<file path="config.mk">
export PLATFORM = sky130hd
export DESIGN_NAME = tone_generator
export DESIGN_NICKNAME = d
export VERILOG_FILES = /design/src/rtl/tone_generator.sv
export SDC_FILE = /design/constraint.sdc
export NUM_CORES = 1
export LEC_CHECK = 0
export BUFFER_PORTS_ARGS = -buffer_cell sky130_fd_sc_hd__buf_2
export CORE_MARGIN = 4
export CORE_UTILIZATION = 60
export CTS_BUF_LIST = sky130_fd_sc_hd__clkbuf_16
export DETAILED_ROUTE_END_ITERATION = 16
export PLACE_DENSITY_LB_ADDON = 0.2
export SYNTH_ARGS = -nofsm -noshare
export SYNTH_HDL_FRONTEND = slang
export SYNTH_SLANG_ARGS = --single-unit
export TNS_END_PERCENT = 100
</file>
<file path="constraint.sdc">
create_clock -name clk -period 6.7 [get_ports clk]
set_clock_uncertainty 0.2 [all_clocks]
set_input_delay 0.67 -clock clk [delete_from_list [all_inputs] [get_ports clk]]
set_output_delay 0.67 -clock clk [all_outputs]
set_load 0.02 [all_outputs]
</file>
<file path="src/rtl/tone_generator.sv">
// Square-wave tone source for a stereo audio codec, one tone of SAMPLES_PER_TONE samples per start.
// Latency: write strobes one edge after write_ready is seen high with write low; busy/done follow state directly.
// Backpressure: a sample is pushed only when write_ready=1; write is never high on two consecutive cycles.
//
// Ports: clk/resetn (async active-low), start/stop control, freq[15:0] Hz and amp[22:0] captured at start,
// write_ready from the codec FIFO, write strobe with writedata_left/right[23:0] samples, busy (PLAY), done (DONE).
// Build option: define TONE_GENERATOR_STEREO_EN to mirror the left sample onto the right channel;
// otherwise the right channel is held at 0.
module tone_generator #(
    // Samples per tone; 48000 gives 1 s at the codec's 48 kHz rate.
    parameter int unsigned SAMPLES_PER_TONE = 48000
) (
    input  logic        clk,
    input  logic        resetn,
    input  logic        start,
    input  logic        stop,
    input  logic [15:0] freq,
    input  logic [22:0] amp,
    input  logic        write_ready,
    output logic        write,
    output logic [23:0] writedata_left,
    output logic [23:0] writedata_right,
    output logic        busy,
    output logic        done
);

    // Half the sample rate: the accumulator counts in Hz against this, so a
    // polarity flip happens every 24000/freq samples (freq/2 full cycles per 24000).
    localparam logic [15:0] FREQ_MAX    = 16'd24000;
    localparam logic [15:0] SAMPLE_LOAD = 16'(SAMPLES_PER_TONE);

    typedef enum logic [1:0] {
        IDLE = 2'd0,
        PLAY = 2'd1,
        DONE = 2'd2
    } state_t;

    state_t      state;
    state_t      state_nxt;

    logic [15:0] freq_c;
    logic [22:0] amp_c;
    logic [15:0] acc;
    logic [15:0] cnt;
    logic        pol_neg;

    logic        start_ok;
    logic        write_nxt;
    logic [15:0] acc_sum;
    logic        wrap;
    logic [23:0] amp_pos;
    logic [23:0] sample;

    // start is honoured only outside PLAY, and stop always wins over it.
    assign start_ok  = start && !stop && ((state == IDLE) || (state == DONE));

    // The !write term enforces a gap cycle between strobes; cnt==0 stops
    // issuing once the last sample of the tone has gone out.
    assign write_nxt = (state == PLAY) && !stop && write_ready && !write && (cnt != 16'd0);

    // acc < 24000 and freq_c <= 24000, so the sum peaks at 47999 and fits 16 bits.
    assign acc_sum   = acc + freq_c;
    assign wrap      = (acc_sum >= FREQ_MAX);
    assign amp_pos   = {1'b0, amp_c};

    always_comb begin
        sample = 24'd0;
        if (freq_c != 16'd0) begin
            sample = pol_neg ? (~amp_pos + 24'd1) : amp_pos;
        end
    end

    always_ff @(posedge clk or negedge resetn) begin
        if (!resetn) begin
            state <= IDLE;
        end else begin
            state <= state_nxt;
        end
    end

    always_comb begin
        state_nxt = state;
        busy      = 1'b0;
        done      = 1'b0;
        case (state)
            IDLE: begin
                if (start_ok) begin
                    state_nxt = PLAY;
                end
            end
            PLAY: begin
                busy = 1'b1;
                // cnt already reached 0 on the edge that raised the final strobe.
                if (write && (cnt == 16'd0)) begin
                    state_nxt = DONE;
                end
            end
            DONE: begin
                done = 1'b1;
                if (start_ok) begin
                    state_nxt = PLAY;
                end
            end
            default: begin
                state_nxt = IDLE;
            end
        endcase
        if (stop) begin
            state_nxt = IDLE;
        end
    end

    always_ff @(posedge clk or negedge resetn) begin
        if (!resetn) begin
            write          <= 1'b0;
            writedata_left <= 24'd0;
            freq_c         <= 16'd0;
            amp_c          <= 23'd0;
            acc            <= 16'd0;
            cnt            <= 16'd0;
            pol_neg        <= 1'b0;
        end else begin
            write <= write_nxt;
            if (start_ok) begin
                freq_c  <= (freq > FREQ_MAX) ? FREQ_MAX : freq;
                amp_c   <= amp;
                cnt     <= SAMPLE_LOAD;
                acc     <= 16'd0;
                pol_neg <= 1'b0;
            end else if (write_nxt) begin
                // The sample carries the polarity in force before this step's update.
                writedata_left <= sample;
                cnt            <= cnt - 16'd1;
                if (wrap) begin
                    acc     <= acc_sum - FREQ_MAX;
                    pol_neg <= !pol_neg;
                end else begin
                    acc     <= acc_sum;
                end
            end
        end
    end

`ifdef TONE_GENERATOR_STEREO_EN
    assign writedata_right = writedata_left;
`else
    assign writedata_right = 24'd0;
`endif

endmodule

</file>
## Word-level counts from Yosys, hierarchy flattened

Cells that the tools add are included.
W data, S select, Z words.

| storage, ports and cells | value |
|---|---|
| logic and storage cells | 58 |
| output and inout port bits | 51 |
| input bits | 44 |
| bits in registers | 99 |

| operators by class | value |
|---|---|
| $lt $le $gt $ge | 2 |
| bitwise operators | 2 |
| muxes and demuxes | 17 |
| reductions and logical operators | 21 |
| add/sub/neg operators | 4 |
| eq/ne operators | 4 |

Operator list:

| operator | count |
|---|---|
| $mux W16 | 6 |
| $mux W24 | 2 |
| $reduce_bool A16 Y1 | 2 |
| $add A24 B1 Y24 const B | 1 |
| $not A23 Y24 | 1 |
| $add A16 B16 Y16 | 1 |
| $ge A16 B15 Y1 const B | 1 |
| $gt A16 B15 Y1 const B | 1 |
| $logic_not A16 Y1 | 1 |
| $sub A16 B1 Y16 const B | 1 |
| $sub A16 B15 Y16 const B | 1 |
| $logic_and A1 B1 Y1 | 7 |
| $mux W2 | 3 |
| $reduce_and A2 Y1 | 3 |
| $mux W1 | 5 |
| $pmux W2 S2 | 1 |
| $reduce_bool A2 Y1 | 2 |
| $logic_not A1 Y1 | 3 |
| $ne A3 B1 Y1 const B | 1 |
| $ne A3 B2 Y1 const B | 1 |
| $eq A2 B1 Y1 const B | 1 |
| $eq A2 B2 Y1 const B | 1 |
| $logic_not A2 Y1 | 1 |
| $reduce_or A2 Y1 | 1 |
| other kinds (2) | 2 |

## Logic depth before layout (Yosys ltp)

Gate-level depths: netlist (run 1).

| logic depth | value |
|---|---|
| word-level depth | 7 |
| gate-level depth with buffers | 11 |
| mapped depth without buffers | 11 |

## Worst setup path after synthesis (run 1)

No wires, ideal clock.

| timing | value |
|---|---|
| kind | reg2reg |
| start point | register freq_c[0] |
| end point | register acc[11] |
| clock period less this slack | 3.525 ns |
| stages on the path, launching flop included | 11 |
| library setup time | 0.133 ns |
| arrival time | 3.192 ns |
| path slack | 3.175 ns |
| required time | 6.367 ns |
| cells stage by stage | dfrtp_1 -> ha_1 -> fa_1 -> a211oi_1 -> o21ai_1 -> a2111oi_0 -> nor2_1 -> xnor2_1 -> o311ai_2 -> and2_1 -> o211ai_1 |

| on the way | value |
|---|---|
| word-level cells in the longest chain between the ends | 5 |

Ends and longest elaborated chain:

| element | RTL line | source |
|---|---|---|
| start: declaration | 41 | `logic [15:0] freq_c;` |
| start signal: assignment | 125 | `freq_c <= (freq > FREQ_MAX) ? FREQ_MAX : freq;` |
| $add A16 B16 Y16 * | 62 | `assign acc_sum = acc + freq_c;` |
| $sub A16 B15 Y16 or $ge A16 B15 Y1 (tied branches) | 135, 63 |  |
| $mux W16 * | 134 | `if (wrap) begin` |
| $mux W16 * | 130 | `end else if (write_nxt) begin` |
| $mux W16 * | 124 | `if (start_ok) begin` |
| end signal: assignment | 135 | `acc <= acc_sum - FREQ_MAX;` |
| end signal: assignment | 138 | `acc <= acc_sum;` |
| end: declaration | 43 | `logic [15:0] acc;` |

Every way passes the cells marked *; elsewhere a longest branch is shown, timed or not. The select of a mux whose other input is x is not followed.
A chain may end at the register's enable or synchronous reset.

## Worst setup path after layout (run 1)

| timing | value |
|---|---|
| start point | register freq_c[0] |
| end point | register acc[6] |

Same word-level chain as after synthesis.

==> summary.md, run 1 <==
| Metric | Value |
|---|---|
| Hold Path End | `writedata_left[9]$_DFFE_PN0P_` |
| Port-buffer cells | `70` |
| Syn_area_per_cell | `9.08 µm²` |
| Synth top area share | `0.444` |
| Clock latency on the worst-skew pair | `0.35 ns` |
| Most frequent cells after synthesis | `nand2_1 (127), dfrtp_1 (99), o21ai_0 (42)` |
| Worst-case reg-to-reg path depth | `10` |
| Post-Syn Area | `5580 µm²` |
| Layout area overhead | `11.2%` |
| Critical Path Sink Type | `register` |
| H-tree depth | `3` |
| Top cells by area in the synthesized netlist | `dfrtp_1 (44%), nand2_1 (8.5%), xor2_1 (4.6%), ha_1 (4.0%), o21ai_0 (3.8%)` |
| Io pins | `95` |
| Final HPWL DP | `8.86 mm` |
| WL per Instance | `16.1 µm` |
| First-pass GRT wire length | `21.3 mm` |
| Post-synth cell types | `54` |
| Clock Sinks | `99` |
| # placed instances | `770` |
| Non-Filler Instances | `786` |
| Fin. Hold Viols | `0` |
| Synth area leader | `dfrtp_1` |
| Total setup buffers inserted after CTS | `0` |
| Setup violators final | `0` |
| Number of global-route vias before repair | `4588` |
| Reg-to-Reg Start | `freq_c[0]$_DFFE_PN0P_` |
| Gr usage total | `0.237` |
| Largest net degree at the start of global routing | `85` |
| Max Buffers Root-to-Sink | `2` |
| Switch Pwr | `1.15 mW` |
| Worst R2R End | `acc[6]$_DFFE_PN0P_` |
| Final setup margin | `2.60 ns` |
| DP Worst Slack | `2.67 ns` |
| Final Critical Period | `4.10 ns` |
| Share of cells above drive strength 1 | `0.143` |
| CTS root buffer | `clkbuf_16` |
| Crit Path Max Fanout | `10` |
| TritonRoute pass-1 iters | `5` |
| Max-cap viol count | `0` |
| Final Net Count | `737` |
| Largest delay share family, worst path | `compound AO/OA/AOI/OAI gates` |
| Worst path bufs/invs | `0` |
| Asr flop ratio synth | `1.00` |
| Cell Rows | `34` |
| Combinational Power Share | `0.476` |
| CP Cell Sequence | `ha_1 > fa_1 > a211oi_1 > o21ai_1 > a2111oi_0 > nor2_1 > xnor2_1 > o311ai_2 > and2_1 > o211ai_1` |
| GPL Wtd Cong | `0.867` |
| Setup TNS | `0 ns` |
| Total CTS buffers | `9` |
| Die ar. | `10900 µm²` |
| Register area share after synthesis | `0.444` |
| Crit Path Category | `register to register` |
| LEAKAGE | `2.92 nW` |
| Seq cells post-synth | `99` |
| Worst Path Arrival | `4.11 ns` |
| Clk slew on worst S/H paths | `0.07 ns` |
| Worst path required time | `6.71 ns` |
| Reg2Reg Setup Slack | `2.60 ns` |
| Worst hold path depth | `2` |
| Post-synth EDFFs | `0` |
| Power Density | `422 nW/µm²` |
| Slew Limit Fails | `0` |
| Least-Margin Pin Slew | `1.28 ns` |
| Sequential power share | `0.342` |
| Status | `completed` |
| Initial antenna violation count | `0` |
| Starting Density | `0.627` |
| Residual DRC count | `0` |
| WL final | `12.6 mm` |
| Core area | `8890 µm²` |
| Total inserted antenna cells | `0` |
| Internal power | `1.47 mW` |
| Vias/cell | `6.01` |
| Final core utilization | `0.697` |
| CTS tree | `built` |
| RSZ-0062 raised after global routing | `no` |
| Synth warnings | `0` |
| Die H | `104 µm` |
| Via count | `4727` |
| Min-delay worst type | `register to register` |
| Cell with the most instances after synthesis | `nand2_1` |
| Clock power frac | `0.182` |
| Rel. slew slack | `0.144` |
| Slowest stage delay, CP | `0.76 ns` |
| Highest Clock Rate | `0.244 GHz` |
| Post-DRT Antenna Nets | `0` |
| Worst Setup Start Kind | `register` |
| Cell Area, Placed | `5920 µm²` |
| CP max stage cell | `a2111oi_0` |
| Switching share of power | `0.440` |
| Finished Cell Area | `6200 µm²` |
| Initial DRC Count | `243` |
| Final worst-path cycle share | `0.611` |
| Peak supply drop | `0.233 mV` |
| Synth Instances | `614` |
| Overflow after GRT | `0` |
| Ys flop type | `dfrtp_1` |
| Die X | `104 µm` |
| Hold Startpoint | `writedata_left[9]$_DFFE_PN0P_` |
worst reg2reg max path, delay by kind of cell (launching register included):
family | cells | cell delay [ns]
simple gates | 2 | 0.52
xor+xnor | 1 | 0.23
fa+ha+maj | 2 | 0.68
compound gates | 5 | 1.94
flops | 1 | 0.41
cells in the final DEF, fill, tap and decap left out, types with 18 or more instances in the layout:
cell / synthesis / layout
nand3_1: 30 / 30
o21ai_0: 42 / 42
dfrtp_1: 99 / 99
nand2_1: 127 / 126
o31ai_1: 23 / 22
a21oi_1: 19 / 19
nor2_1: 19 / 19
buf_2: 0 / 69
ha_1: 18 / 18
xor2_1: 29 / 29
conb_1: 1 / 24
flip-flops by register name, summed over array words and instances, names as in the netlist:
name	cells
writedata_left	24
amp_c	23
acc	16
cnt	16
freq_c	16
state	2
pol_neg	1
write	1
metal layers:
layer,track usage,part of all wire
met1,0.317,0.44
met2,0.395,0.48
met3,0.0546,0.069
met4,0.0503,0.0092
met5,0,0
cell families after synthesis:
family / count (synthesis) / share of synthesized area
xor gates and xnor gates: 40 / 0.0628
buffers and inverters: 58 / 0.0552
muxes: 3 / 0.00539
DFF: 99 / 0.444
other: 1 / 0.000672
and+or+nand+nor: 253 / 0.215
adders and majority gates: 19 / 0.0440
AOI/OAI and AO/OA: 141 / 0.173
per-stage QoR:
| step | power, mW | hold WS (ns) |
|---|---|---|
| after floorplan | 1.82 | 0.174 |
| after global placement | 2.08 | 0.262 |
| after detailed placement | 2.12 | 0.266 |
| after CTS | 2.61 | 0.280 |
| after global routing | 2.81 | 0.304 |
| final | 2.62 | 0.279 |
power by group through the flow:
stage / clock network [mW] / logic [mW] / registers [mW]
4_1_cts: 0.487 / 1.23 / 0.892
6_report: 0.477 / 1.25 / 0.895
3_5_place_dp: 0 / 1.22 / 0.901
3_3_place_gp: 0 / 1.18 / 0.895
2_1_floorplan: 0 / 0.879 / 0.939
5_1_grt: 0.513 / 1.39 / 0.916
area by class of cell:
class	instances	area (µm²)
multi-input cells	480	2890
fillers	700	2690
flip-flops and latches	99	2480
repair buffers	75	393
clock buffers	9	225
well taps	108	135
clock inverters	6	41.3
inverters	9	33.8
worst max path at each step:
| stage | startpoint | to | slack, ns | depth (start not counted) |
|---|---|---|---|---|
| floorplan | freq_c[0]$_DFFE_PN0P_ | acc[11]$_DFFE_PN0P_ | 3.18 | 10 |
| global placement | freq_c[0]$_DFFE_PN0P_ | acc[11]$_DFFE_PN0P_ | 2.78 | 10 |
| detailed placement | freq_c[0]$_DFFE_PN0P_ | acc[9]$_DFFE_PN0P_ | 2.67 | 10 |
| CTS | freq_c[0]$_DFFE_PN0P_ | acc[6]$_DFFE_PN0P_ | 2.65 | 10 |
| global route | freq_c[0]$_DFFE_PN0P_ | acc[7]$_DFFE_PN0P_ | 2.39 | 10 |
| finish | freq_c[0]$_DFFE_PN0P_ | acc[6]$_DFFE_PN0P_ | 2.60 | 10 |
timing repair:
action	4_1_cts	5_1_grt
hold buffers	1	0
gates resized for setup	0	0
hold endpoints to repair	15	0
(Power assumes the default switching activity.)
==> run 2, diff against run 1 <==
Settings changed: CORE_UTILIZATION 60 to 51.
Clock period 6.7 ns to 3.5 ns, I/O delays scaled along.
==> run 2 against run 1 <==
  * The flow now finishes with violations (negative hold slack)
  * Clock power rose by 84%
  * Worst hold slack got worse by 0.29 ns
  * Register-to-register slack got worse by 2.5 ns
  * Via count fell by 0.28%
  * Sequential share of layout area fell by 1.8 points
  * Die area rose by 16%
  * Combinational power rose by 110%
  * Final cell count rose by 6.5%
  * Critical path depth rose by 1
  * Global-route usage fell by 2.5 points
  * Count of clock-buffer cells in the layout did not move
==> summary.md, run 2 (synthesis results as in run 1) <==
| Metric | Value |
|---|---|
| Status | `finished, violations left` |
| Failing checks | `negative hold slack` |
| Die X | `113 µm (+7.8%)` |
| Clock latency on the worst-skew pair | `0.34 ns (about the same)` |
| Overflow after GRT | `0 (unchanged)` |
| CP Cell Sequence | `ha_1 > fa_2 > a211oi_2 > o21ai_2 > a2111oi_2 > buf_4 > nor2_1 > xnor2_2 > or3_4 > nor3b_1 > o41ai_1` |
| Worst Path Arrival | `3.39 ns (-0.72 ns)` |
| Share of cells above drive strength 1 | `0.167 (+0.0238)` |
| Slew Limit Fails | `0 (unchanged)` |
| Power Total | `5.20 mW (+99%)` |
| Largest regs | `writedata_left (24), amp_c (23)` |
| Final HPWL DP | `9.34 mm (+5.4%)` |
| CP max stage cell | `or3_4` |
| Clock Sinks | `99 (unchanged)` |
| Final worst-path cycle share | `0.957 (+0.346)` |
| Crit Path Max Fanout | `4 (-6)` |
| Via count | `4714 (-0.28%)` |
| Slowest stage delay, CP | `0.41 ns (-0.35 ns)` |
| CTS root buffer | `clkbuf_16` |
| Residual DRC count | `0 (unchanged)` |
| TritonRoute pass-1 iters | `5 (unchanged)` |
| Final Critical Period | `3.35 ns (-0.745 ns)` |
| GPL Wtd Cong | `0.871 (+0.46%)` |
| Hold WS | `-0.00910 ns (-0.288 ns)` |
| Largest delay share family, worst path | `compound AO/OA/AOI/OAI gates` |
| Worst R2R End | `acc[15]$_DFFE_PN0P_` |
| Crit Path Category | `register to register` |
| Highest Clock Rate | `0.298 GHz (+22%)` |
| Fin. Hold Viols | `3 (+3)` |
| Worst path required time | `3.54 ns (-3.17 ns)` |
| LEAKAGE | `3.05 nW (+4.4%)` |
| Gr usage total | `0.212 (-0.0253)` |
| CTS tree | `built` |
| Critical Path Sink Type | `register` |
| Final Net Count | `759 (+3.0%)` |
| Total CTS buffers | `9 (unchanged)` |
| Reg-to-Reg Start | `freq_c[0]$_DFFE_PN0P_` |
| Filler cells | `890 (+27%)` |
| Total setup buffers inserted after CTS | `0 (unchanged)` |
| Most frequent cells in the layout | `nand2_1 (126), dfrtp_1 (99), buf_2 (69)` |
| Initial DRC Count | `348 (+43%)` |
| Layout area overhead | `16.4%` |
| H-tree depth | `3 (unchanged)` |
| Register area | `2480 µm² (unchanged)` |
| Critical Path Sink | `acc[15]$_DFFE_PN0P_` |
| Area of the multi-input gates | `2960 µm² (+2.1%)` |
| Rel. slew slack | `0.258 (+0.114)` |
| Worst Setup Start Kind | `register` |
| Starting Density | `0.531 (-0.0966)` |
| Die H | `113 µm (+7.8%)` |
| Core area | `10500 µm² (+18%)` |
| Setup violators final | `0 (unchanged)` |
| Peak supply drop | `0.465 mV (+99%)` |
| Port-buffer cells | `70 (unchanged)` |
| Number of global-route vias before repair | `4595 (+0.15%)` |
| Cell Rows | `37 (+8.8%)` |
| Most common cell after layout, fill and taps aside | `nand2_1` |
| Max FFs per register | `24 (unchanged)` |
| Io pins | `95 (unchanged)` |
| Max-cap viol count | `0 (unchanged)` |
| Total inserted antenna cells | `0 (unchanged)` |
| WL final | `13.1 mm (+3.5%)` |
| Initial antenna violation count | `0 (unchanged)` |
| Clk slew on worst S/H paths | `0.06 ns (about the same)` |
| First-pass GRT wire length | `22.0 mm (+3.3%)` |
| Die ar. | `12700 µm² (+16%)` |
| WL per Instance | `15.6 µm (-2.8%)` |
| Crit. path cell count | `11 (+1)` |
| Largest register by flop count | `writedata_left` |
| Largest net degree at the start of global routing | `89 (+4.7%)` |
| Power Density | `801 nW/µm² (+90%)` |
| Vias/cell | `5.63 (-6.4%)` |
| Least-Margin Pin Slew | `1.11 ns (-0.164 ns)` |
| Reg2Reg Setup Slack | `0.15 ns (-2.45 ns)` |
| Worst path bufs/invs | `1 (+1)` |
| Max Buffers Root-to-Sink | `2 (unchanged)` |
| CP Launch Point | `freq_c[0]$_DFFE_PN0P_` |
| Post-DRT Antenna Nets | `0 (unchanged)` |
| Worst-case reg-to-reg path depth | `11 (+1)` |
| Final core utilization | `0.618 (-0.0794)` |
| Min-delay worst type | `input port to async pin` |
-- run 2: cell count changes in the layout (fill, tap and decap cells not counted), moves of 3 or more --
| cell | before | now |
|---|---|---|
| dlygate4sd3_1 | 1 | 16 |
| buf_4 | 5 | 12 |
| clkinv_2 | 0 | 4 |
| xnor2_1 | 11 | 8 |
| xnor2_2 | 0 | 3 |
-- run 2: layer usage --
layer | vias up | share of wire | global-route usage
li1 | 2316 | - | -
met1 | 2272 | 0.47 | 0.287
met2 | 115 | 0.47 | 0.345
met3 | 11 | 0.050 | 0.0485
met4 | 0 | 0.011 | 0.0529
met5 | - | 0 | 0
-- run 2: repair_timing --
item / CTS / global route
pin swaps: 0 / 3
hold buffers: 16 / 0
hold endpoints to repair: 16 / 0
gates resized for setup: 1 / 13
gates cloned: 0 / 0
setup endpoints to repair: 7 / 11
-- run 2: power breakdown --
group / total (mW) / switching, mW / internal (mW)
logic: 2.61 / 1.54 / 1.06
clock network: 0.879 / 0.406 / 0.472
registers: 1.72 / 0.279 / 1.44
-- run 2: worst min path at each step --
stage	start	endpoint	slack, ns	depth (start not counted)
after global placement	writedata_left[7]$_DFFE_PN0P_	writedata_left[7]$_DFFE_PN0P_	0.27	2
after floorplan	resetn	acc[0]$_DFFE_PN0P_	-0.15	0
after CTS	amp[6]	amp_c[6]$_DFFE_PN0P_	0.0004	3
final	resetn	freq_c[10]$_DFFE_PN0P_	-0.009	1
after global routing	amp[19]	amp_c[19]$_DFFE_PN0P_	0.01	3
after detailed placement	writedata_left[7]$_DFFE_PN0P_	writedata_left[7]$_DFFE_PN0P_	0.27	2
-- run 2: stage by stage --
stage	instances	cell area, µm²	setup TNS, ns	worst slack [ns]
2_1_floorplan	637	5660	0	0.0827
3_3_place_gp	805	6010	0	0.0863
3_5_place_dp	805	6010	-0.185	-0.0319
4_1_cts	837	6440	0	0.00150
5_1_grt	837	6490	-0.0267	-0.0198
6_report	837	6490	0	0.150
-- run 2: cell type report --
type / count / area share
clock buffer: 9 / 0.0347
clock inverter: 7 / 0.00559
inverter: 9 / 0.00520
multi-input combinational: 480 / 0.455
sequential: 99 / 0.382
tap: 136 / 0.0262
timing repair buffer: 97 / 0.0917
